$ cat src/rtl/aa_sequencer_if.sv
// Request, pixel-lookup and result signals of the anti-aliasing sequencer.
// slave is the sequencer side; master is the requester/pixel-source side.
interface aa_sequencer_if;
   logic        in_valid;
   logic        in_ready;
   logic [10:0] in_x;
   logic [9:0]  in_y;
   logic        aa_en;
   logic [10:0] pix_x;
   logic [9:0]  pix_y;
   logic [7:0]  pix_r;
   logic [7:0]  pix_g;
   logic [7:0]  pix_b;
   logic        out_valid;
   logic        out_ready;
   logic [7:0]  r_new;
   logic [7:0]  g_new;
   logic [7:0]  b_new;

   modport slave (
      input  in_valid, in_x, in_y, aa_en,
      input  pix_r, pix_g, pix_b, out_ready,
      output in_ready, pix_x, pix_y,
      output out_valid, r_new, g_new, b_new
   );

   modport master (
      output in_valid, in_x, in_y, aa_en,
      output pix_r, pix_g, pix_b, out_ready,
      input  in_ready, pix_x, pix_y,
      input  out_valid, r_new, g_new, b_new
   );
endinterface

$ cat src/rtl/aa_sequencer.sv
// 3x3 weighted anti-aliasing sequencer: issues clamped taps to a shared
// pixel port, accumulates the returned colour and holds the result.
module aa_sequencer #(
   parameter int H_ACTIVE = 1280,
   parameter int V_ACTIVE = 1024
) (
   input logic          clk,
   input logic          rst,
   aa_sequencer_if.slave bus
);

   localparam logic [10:0] X_MAX = 11'(H_ACTIVE - 1);
   localparam logic [9:0]  Y_MAX = 10'(V_ACTIVE - 1);

   typedef enum logic [1:0] {
      IDLE,
      ISSUE,
      DRAIN,
      HOLD
   } state_t;

   state_t state;
   state_t state_nx;

   logic [10:0] cx;
   logic [9:0]  cy;
   logic        en;
   logic [3:0]  cnt;
   logic [3:0]  ntap;
   logic        accept;
   logic        fire;
   logic        last;

   logic [1:0]  col;
   logic [1:0]  row;
   logic [1:0]  sh;
   logic [10:0] tx;
   logic [9:0]  ty;

   logic [10:0] px_q;
   logic [9:0]  py_q;

   // Returned data lags the issued tap by two edges: v1/s1 then v2/s2
   logic        v1;
   logic        v2;
   logic [1:0]  s1;
   logic [1:0]  s2;

   logic [7:0]  samp   [3];
   logic [11:0] acc    [3];
   logic [11:0] acc_nx [3];
   logic [11:0] rnd    [3];
   logic [7:0]  res    [3];
   logic [7:0]  res_q  [3];

   assign ntap   = en ? 4'd9 : 4'd1;
   assign accept = bus.in_valid && (state == IDLE);
   assign fire   = (state == ISSUE) && (cnt < ntap);
   assign last   = (state == ISSUE) && (cnt == ntap);

   assign samp[0] = bus.pix_r;
   assign samp[1] = bus.pix_g;
   assign samp[2] = bus.pix_b;

   assign bus.in_ready  = (state == IDLE);
   assign bus.out_valid = (state == HOLD);
   assign bus.pix_x     = px_q;
   assign bus.pix_y     = py_q;
   assign bus.r_new     = res_q[0];
   assign bus.g_new     = res_q[1];
   assign bus.b_new     = res_q[2];

   always_ff @(posedge clk or posedge rst) begin
      if (rst) begin
         state <= IDLE;
      end else begin
         state <= state_nx;
      end
   end

   always_comb begin
      state_nx = state;
      unique case (state)
         IDLE:  if (accept) state_nx = ISSUE;
         ISSUE: if (last) state_nx = DRAIN;
         DRAIN: state_nx = HOLD;
         HOLD:  if (bus.out_ready) state_nx = IDLE;
         default: state_nx = IDLE;
      endcase
   end

   // Raster position of the current tap inside the 3x3 window
   always_comb begin
      row = 2'd1;
      col = 2'd1;
      if (en) begin
         row = (cnt >= 4'd6) ? 2'd2 : (cnt >= 4'd3) ? 2'd1 : 2'd0;
         col = 2'(cnt - 4'(row) * 4'd3);
      end
   end

   always_comb begin
      sh = 2'd0;
      if (en) begin
         if (col == 2'd1 && row == 2'd1) begin
            sh = 2'd2;
         end else if (col == 2'd1 || row == 2'd1) begin
            sh = 2'd1;
         end
      end
   end

   always_comb begin
      tx = cx;
      if (col == 2'd0 && cx != 11'd0) begin
         tx = cx - 11'd1;
      end else if (col == 2'd2 && cx != X_MAX) begin
         tx = cx + 11'd1;
      end
   end

   always_comb begin
      ty = cy;
      if (row == 2'd0 && cy != 10'd0) begin
         ty = cy - 10'd1;
      end else if (row == 2'd2 && cy != Y_MAX) begin
         ty = cy + 10'd1;
      end
   end

   always_comb begin
      for (int i = 0; i < 3; i++) begin
         acc_nx[i] = acc[i];
         if (v2) begin
            acc_nx[i] = acc[i] + ({4'd0, samp[i]} << s2);
         end
         rnd[i] = acc_nx[i] + 12'd8;
         res[i] = en ? rnd[i][11:4] : acc_nx[i][7:0];
      end
   end

   always_ff @(posedge clk or posedge rst) begin
      if (rst) begin
         cx   <= '0;
         cy   <= '0;
         en   <= 1'b0;
         cnt  <= '0;
         px_q <= '0;
         py_q <= '0;
         v1   <= 1'b0;
         v2   <= 1'b0;
         s1   <= '0;
         s2   <= '0;
         for (int i = 0; i < 3; i++) begin
            acc[i]   <= '0;
            res_q[i] <= '0;
         end
      end else begin
         v1 <= fire;
         s1 <= sh;
         v2 <= v1;
         s2 <= s1;
         if (accept) begin
            cx  <= (bus.in_x > X_MAX) ? X_MAX : bus.in_x;
            cy  <= (bus.in_y > Y_MAX) ? Y_MAX : bus.in_y;
            en  <= bus.aa_en;
            cnt <= '0;
         end else if (fire) begin
            cnt <= cnt + 4'd1;
         end
         if (fire) begin
            px_q <= tx;
            py_q <= ty;
         end
         for (int i = 0; i < 3; i++) begin
            if (accept) begin
               acc[i] <= '0;
            end else begin
               acc[i] <= acc_nx[i];
            end
            if (state == DRAIN) begin
               res_q[i] <= res[i];
            end
         end
      end
   end

endmodule

$ cat src/flat_wrapper.sv
// flat-port wrapper written by rule: the top's interface ports become plain ports
module aa_sequencer_flat 
#(
   parameter int H_ACTIVE = 1280,
   parameter int V_ACTIVE = 1024
)
  (clk, rst, bus_in_valid, bus_in_x, bus_in_y, bus_aa_en, bus_pix_r, bus_pix_g, bus_pix_b, bus_out_ready, bus_in_ready, bus_pix_x, bus_pix_y, bus_out_valid, bus_r_new, bus_g_new, bus_b_new);
  aa_sequencer_if bus_i ();
  input logic clk;
  input logic rst;
  input wire logic [$bits(bus_i.in_valid)-1:0] bus_in_valid;
  input wire logic [$bits(bus_i.in_x)-1:0] bus_in_x;
  input wire logic [$bits(bus_i.in_y)-1:0] bus_in_y;
  input wire logic [$bits(bus_i.aa_en)-1:0] bus_aa_en;
  input wire logic [$bits(bus_i.pix_r)-1:0] bus_pix_r;
  input wire logic [$bits(bus_i.pix_g)-1:0] bus_pix_g;
  input wire logic [$bits(bus_i.pix_b)-1:0] bus_pix_b;
  input wire logic [$bits(bus_i.out_ready)-1:0] bus_out_ready;
  output wire logic [$bits(bus_i.in_ready)-1:0] bus_in_ready;
  output wire logic [$bits(bus_i.pix_x)-1:0] bus_pix_x;
  output wire logic [$bits(bus_i.pix_y)-1:0] bus_pix_y;
  output wire logic [$bits(bus_i.out_valid)-1:0] bus_out_valid;
  output wire logic [$bits(bus_i.r_new)-1:0] bus_r_new;
  output wire logic [$bits(bus_i.g_new)-1:0] bus_g_new;
  output wire logic [$bits(bus_i.b_new)-1:0] bus_b_new;
  assign bus_i.in_valid = bus_in_valid;
  assign bus_i.in_x = bus_in_x;
  assign bus_i.in_y = bus_in_y;
  assign bus_i.aa_en = bus_aa_en;
  assign bus_i.pix_r = bus_pix_r;
  assign bus_i.pix_g = bus_pix_g;
  assign bus_i.pix_b = bus_pix_b;
  assign bus_i.out_ready = bus_out_ready;
  assign bus_in_ready = bus_i.in_ready;
  assign bus_pix_x = bus_i.pix_x;
  assign bus_pix_y = bus_i.pix_y;
  assign bus_out_valid = bus_i.out_valid;
  assign bus_r_new = bus_i.r_new;
  assign bus_g_new = bus_i.g_new;
  assign bus_b_new = bus_i.b_new;
  aa_sequencer #(.H_ACTIVE(H_ACTIVE), .V_ACTIVE(V_ACTIVE)) u_core (.clk(clk), .rst(rst), .bus(bus_i));
endmodule
$ cat config.mk
export PLATFORM = sky130hd
export DESIGN_NAME = aa_sequencer_flat
export DESIGN_NICKNAME = d
export VERILOG_FILES = /design/src/rtl/aa_sequencer_if.sv /design/src/rtl/aa_sequencer.sv /design/src/flat_wrapper.sv
export SDC_FILE = /design/constraint.sdc
export NUM_CORES = 1
export LEC_CHECK = 0
export ABC_AREA = 1
export BUFFER_PORTS_ARGS = -buffer_cell sky130_fd_sc_hd__buf_2
export CAP_MARGIN = 0
export CELL_PAD_IN_SITES_DETAIL_PLACEMENT = 0
export CELL_PAD_IN_SITES_GLOBAL_PLACEMENT = 1
export CORE_MARGIN = 1
export CORE_UTILIZATION = 39
export DETAILED_ROUTE_END_ITERATION = 10
export PLACE_DENSITY = 0.83
export SLEW_MARGIN = 20
export SYNTH_ARGS = -nofsm -noshare
export SYNTH_HDL_FRONTEND = slang
export SYNTH_SLANG_ARGS = --single-unit
$ cat constraint.sdc
create_clock -name clk -period 3.7 [get_ports clk]
set_input_delay 0.74 -clock clk [delete_from_list [all_inputs] [get_ports clk]]
set_output_delay 0.74 -clock clk [all_outputs]
set_load 0.02 [all_outputs]
# Word-level counts from Yosys, hierarchy flattened
# Cells that the tools add are included.
# totals
ff_bits,115
input_bits,50
# op_classes
n_addsub,12
mul,1
n_lt_le_gt_ge,5
n_eq_ne,13
shifts,3
mux,29
n_reduce_logical,16
# op_table
op,count
2-to-1 mux 12 bit,6
adder 12 bit,3
"adder 12 x 4 -> 12 bit, second input constant",3
<< shifter 8 x 2 -> 12 bit,3
2-to-1 mux 11 bit,3
2-to-1 mux 10 bit,3
2-to-1 mux 8 bit,3
2-to-1 mux 2 bit,8
2-to-1 mux 4 bit,3
"adder 11 x 1 -> 11 bit, second input constant",1
"> comparator 11 bit, second input constant",1
"!= test 11 bit, second input constant",1
nonzero test 11 bit,1
"subtractor 11 x 1 -> 11 bit, second input constant",1
"adder 10 x 1 -> 10 bit, second input constant",1
"> comparator 10 bit, second input constant",1
"!= test 10 bit, second input constant",1
nonzero test 10 bit,1
"subtractor 10 x 1 -> 10 bit, second input constant",1
"equality test 2 bit, second input constant",4
logical AND 1 bit,8
one-hot mux 2 bit (4 select lines),1
"equality test 2 x 1 -> 1 bit, second input constant",3
logical NOT 2 bit,3
13 further kinds,15

# Logic depth before layout (Yosys ltp)
# logic_depth
ltp_word,11
mapped_depth,24
depth_no_buf,22

# Worst setup path after synthesis
# No wires, ideal clock.
# synth_timing
path_type,register -> register
start,register u_core.s2[0]
end,"register u_core.res_q, in the netlist u_core.bus.g_new[7]"
setup_ns,0.116
arrival_ns,2.885
t_required_ns,3.584
path_slack_ns,0.699
path_stages_with_launch,24
n_path_buf,2
synth_period_minus_slack_ns,3.001
path_cell_list,dfrtp_1 -> clkbuf_1 -> clkbuf_1 -> inv_1 -> nand2_1 -> nor2_1 -> ha_1 -> inv_1 -> fa_1 -> inv_1 -> nand2_1 -> nand2_1 -> nand3b_1 -> nand3_1 -> o21ai_1 -> inv_1 -> ha_1 -> nand3_1 -> nor2_1 -> nand2_1 -> nand2_1 -> nand3_1 -> nand2_1 -> nand2_1
# synth_between
elab_chain_cells,5
# synth_lines
element,line,rtl
from (decl),aa_sequencer.sv:47,logic [1:0] s2;
from (signal assigned),aa_sequencer.sv:153,s2 <= '0;
from (signal assigned),aa_sequencer.sv:162,s2 <= s1;
<< shifter 8 x 2 -> 12 bit *,aa_sequencer.sv:135,"acc_nx[i] = acc[i] + ({4'd0, samp[i]} << s2);"
adder 12 bit *,aa_sequencer.sv:135,
2-to-1 mux 12 bit *,aa_sequencer.sv:134,if (v2) begin
adder 12 x 4 -> 12 bit,aa_sequencer.sv:137,rnd[i] = acc_nx[i] + 12'd8;
2-to-1 mux 8 bit *,aa_sequencer.sv:138,res[i] = en ? rnd[i][11:4] : acc_nx[i][7:0];
"to (signal, indexed assignment)",aa_sequencer.sv:182,res_q[i] <= res[i];
to (decl),aa_sequencer.sv:54,logic [7:0] res_q [3];
# Every way passes the cells marked *; elsewhere a longest branch is shown, timed or not.
# A chain may end at the register's enable or synchronous reset.

# Worst setup path after layout
# layout_timing
start,register u_core.s2[1]
end,"register u_core.res_q, in the netlist u_core.bus.g_new[7]"
# The elaborated chain is that of the path after synthesis.

==> results.md <==
* Num CTS Buffers at 17
* Largest net degree at the start of global routing at 59
* Initial antenna violation count at 2
* Area Growth Syn to Fin at 14.83%
* GR Overflow Total at 0
* Vias in the first global route at 8125
* CP peak stage delay at 0.49 ns
* Synth Area in Compound Gates at roughly 8.3%
* Largest family of logic cells by synthesized area: simple AND/OR/NAND/NOR gates
* R2R setup slack at a little over 0.5 ns
* Initial DRC count at 408
* Critical Path End Type: register
* # fillers at 2396
* Hold EP: u_core.v2
* First-pass GRT wire length at ~40000 um
* CP Max Fanout at 22
* Die ar. at ~24000 um^2
* Syn_area_per_cell at ~6.6 um^2
* Syn Std Cell Area at 9071 um^2
* CP arrival at around 3.5 ns
* Yosys reg bits at 115
* Tmin final at 3.185 ns
* Async SR Flop Fraction at 100.0%
* WL final at ~23000 um
* Starting density of the core at 39.94%
* Hold path cells at 0
* Slew Viols, Final at 0
* Num ports at between 90 and 100
* HP Class: register to register
* Commonest non-fill, non-tap cells in the layout: 480 x nand2_1, 153 x inv_1, 126 x nand3_1
* Setup crit start kind: register
* H-tree depth at 4
* Reg clk slew, reported paths at 0.06 ns
* Final hold violations at 0
* Status: complete, no violations
* Die H at 154.5 um
* Tcrit/Tclk final at 86.09%
* Row cnt at 55
* Maximum VDD drop at between 0.4 and 0.5 mV
* All-Layer GR Usage at 20.42%
* Crit-path leading delay family: simple AND/OR/NAND/NOR gates
* Clock sink count at 115
* CTS Root Cell: clkbuf_16
* IO buf count at 96
* Count of cell types in the netlist at 43
* Worst setup startpoint: u_core.s2[1]
* Setup repair bufs after CTS at 0
* Adder-Cell Fraction of Synth Area at 7.972%
* CP Cell Sequence: inv_1 > o21ai_0 > ha_1 > inv_1 > nand2_1 > nand3b_1 > nand3_1 > o21ai_1 > inv_1 > ha_1 > nand3_1 > nor2_1 > nand2_1 > nand2_1 > nand3_1 > nand2_1 > nand2_1
* Worst path slowest cell: dfrtp_1
* Setup TNS at 0 ns
* Top cell by count, worst path: nand2_1
* Core ar. at 22710 um^2
* XOR/XNOR share of the synthesized area at 2.124%
* Cells after Synth at between 1k and 1.5k
* Post-CTS Resized at 0
* Most common flop cell mapped by yosys: dfrtp_1
* Routed wire per std cell at 13.24 um
* Net Count, Synth at 1484
* # DRC at 0
* Final setup viols at 0
* Post-Synth Simple-Gate Area at 37.24%
* Reg2reg start: u_core.s2[1]
* Post-synthesis mux area share at 2.869%
* Most common cell after layout, fill and taps aside: nand2_1
* Crit path required time at 4.02 ns
* Antenna-violating nets left at 0
* Layout cell share with drive strength beyond 1 at roughly 14%
* Max Cap Viol at 0
* Leak pwr at roughly 0.0057 uW
* Post-synthesis sequential area ratio at 31.72%
* CTS tree: done
* R2R cell count at 17
* Max_slew headroom at a little over two fifths
* Hold-fix buffers, CTS at 0
* Worst r2r dst: u_core.bus.g_new[7]
* Placed standard-cell area at a little under 10000 um^2
* Yosys warns at 0
* Chip Width at 154.5 um
* Clock Path Buffers at 2
* F_max at 313.9 MHz
* Hold path startpoint: u_core.v1
* Buf/Inv on CP at 3
* DRT Pass-1 Iters at 5
* Measured slew at the worst slew-check pin at 0.8660 ns
* Clock skew at 0.01041 ns
* Post-route cell area at 10420 um^2
* DR vias/cell at 4.873
* PwrDens at 970.2 nW/um^2
* Unrepaired setup endpoints after global routing: false
* Post-synth EDFFs at 0
* RD Place Congestion at ~0.85
* Total vias in the final route at 8591
* Detailed placement HPWL at 17790 um
* Area of the multi-input gates at 5311 um^2
* Flip-flop and latch area at 2879 um^2
* Clock latency on the worst-skew pair at 0.43 ns
* Final nets at 1569
* Critical path class: register to register
==> sequential cells by signal, indices dropped and copies added (netlist names) <==
name,flops
u_core.s2,2
u_core.bus.pix_x,11
u_core.v2,1
u_core.acc,36
u_core.bus.b_new,8
u_core.en,1
u_core.bus.g_new,8
u_core.bus.r_new,8
u_core.cnt,4
u_core.s1,2
u_core.state,2
u_core.bus.pix_y,10
u_core.v1,1
u_core.cx,11
u_core.cy,10
==> metal layers <==
layer	vias to the layer above	GRT usage [%]	wire length [um]
li1	4548	-	-
met1	3853	28.04	11710
met2	169	32.84	10330
met3	21	3.839	1018
met4	0	5.469	288
met5	-	0	0
==> through the flow <==
stage / hold slack [ns] / power, uW / instances / worst slack, ns / utilization [%]
4_1_cts: 0.3490 / 10190 / 1761 / 0.5597 / 45.85
2_1_floorplan: 0.3312 / 6963 / 1378 / 0.6988 / -
3_3_place_gp: 0.3330 / 8417 / 1729 / 0.4752 / 43.27
6_report: 0.3460 / 10110 / 1763 / 0.5146 / 45.87
3_5_place_dp: 0.3347 / 8477 / 1729 / 0.4393 / 43.27
5_1_grt: 0.3601 / 11210 / 1761 / 0.08899 / 45.85
==> synth_stat cells, types with 2 or more instances <==
master    number  area [um^2]
a21oi_1       33        165.2
a22oi_1        8        60.06
buf_2          9        45.04
buf_6          2        22.52
clkbuf_1      28        105.1
clkinv_1       3        11.26
dfrtp_1      115         2878
fa_1           3        60.06
ha_1          53        663.1
inv_1        154        578.1
inv_2         21        78.83
mux2i_1       26        260.3
nand2_1      480         1802
nand2_2        8        50.05
nand3_1      126        630.6
nand3_2        5        50.05
nand3b_1       6        45.04
nand4_1       12        75.07
nor2_1       116        435.4
nor2_2         6        37.54
nor2_4         2        22.52
nor3_1        15        75.07
nor3_2         3        30.03
o211ai_1       3        22.52
o21ai_0       65        325.3
o21ai_1       19        95.09
o21ai_2        4        35.03
o21bai_1       3        22.52
or2_1          3        18.77
or2_2         13        81.33
xor2_1        22        192.7
==> worst max path at each step <==
stage | end | slack, ns | cells past startpoint
after floorplan | u_core.bus.g_new[7] | 0.70 | 23
after CTS | u_core.bus.g_new[7] | 0.56 | 17
after global routing | u_core.bus.g_new[7] | 0.09 | 17
final | u_core.bus.g_new[7] | 0.51 | 17
after detailed placement | u_core.bus.g_new[7] | 0.44 | 21
after global placement | u_core.bus.g_new[7] | 0.48 | 21
==> area by class of cell <==
class | count | area share (%)
Clock inverter | 14 | 1.502
Sequential cell | 115 | 27.64
Timing Repair Buffer | 108 | 5.718
Multi-Input combinational cell | 1041 | 50.99
Tap cell | 285 | 3.423
Antenna cell | 2 | 0.04805
Clock buffer | 18 | 4.120
Inverter | 180 | 6.559
==> power by group <==
| part | total, uW | internal [uW] | switching [uW] |
|---|---|---|---|
| registers | 2320 | 1840 | 485 |
| logic | 6130 | 2080 | 4050 |
| clock network | 1650 | 998 | 652 |
| total | 10100 | 4920 | 5190 |
==> logic make-up (layout without fill, tap and decap cells) <==
family          after synthesis  in the layout
buf+inv                     222            320
mux                          26             26
other cells                   0              2
flops                       115            115
compound gates              139            139
xor+xnor                     22             22
simple gates                798            798
fa+ha+maj                    56             56
(Power assumes the default switching activity.)
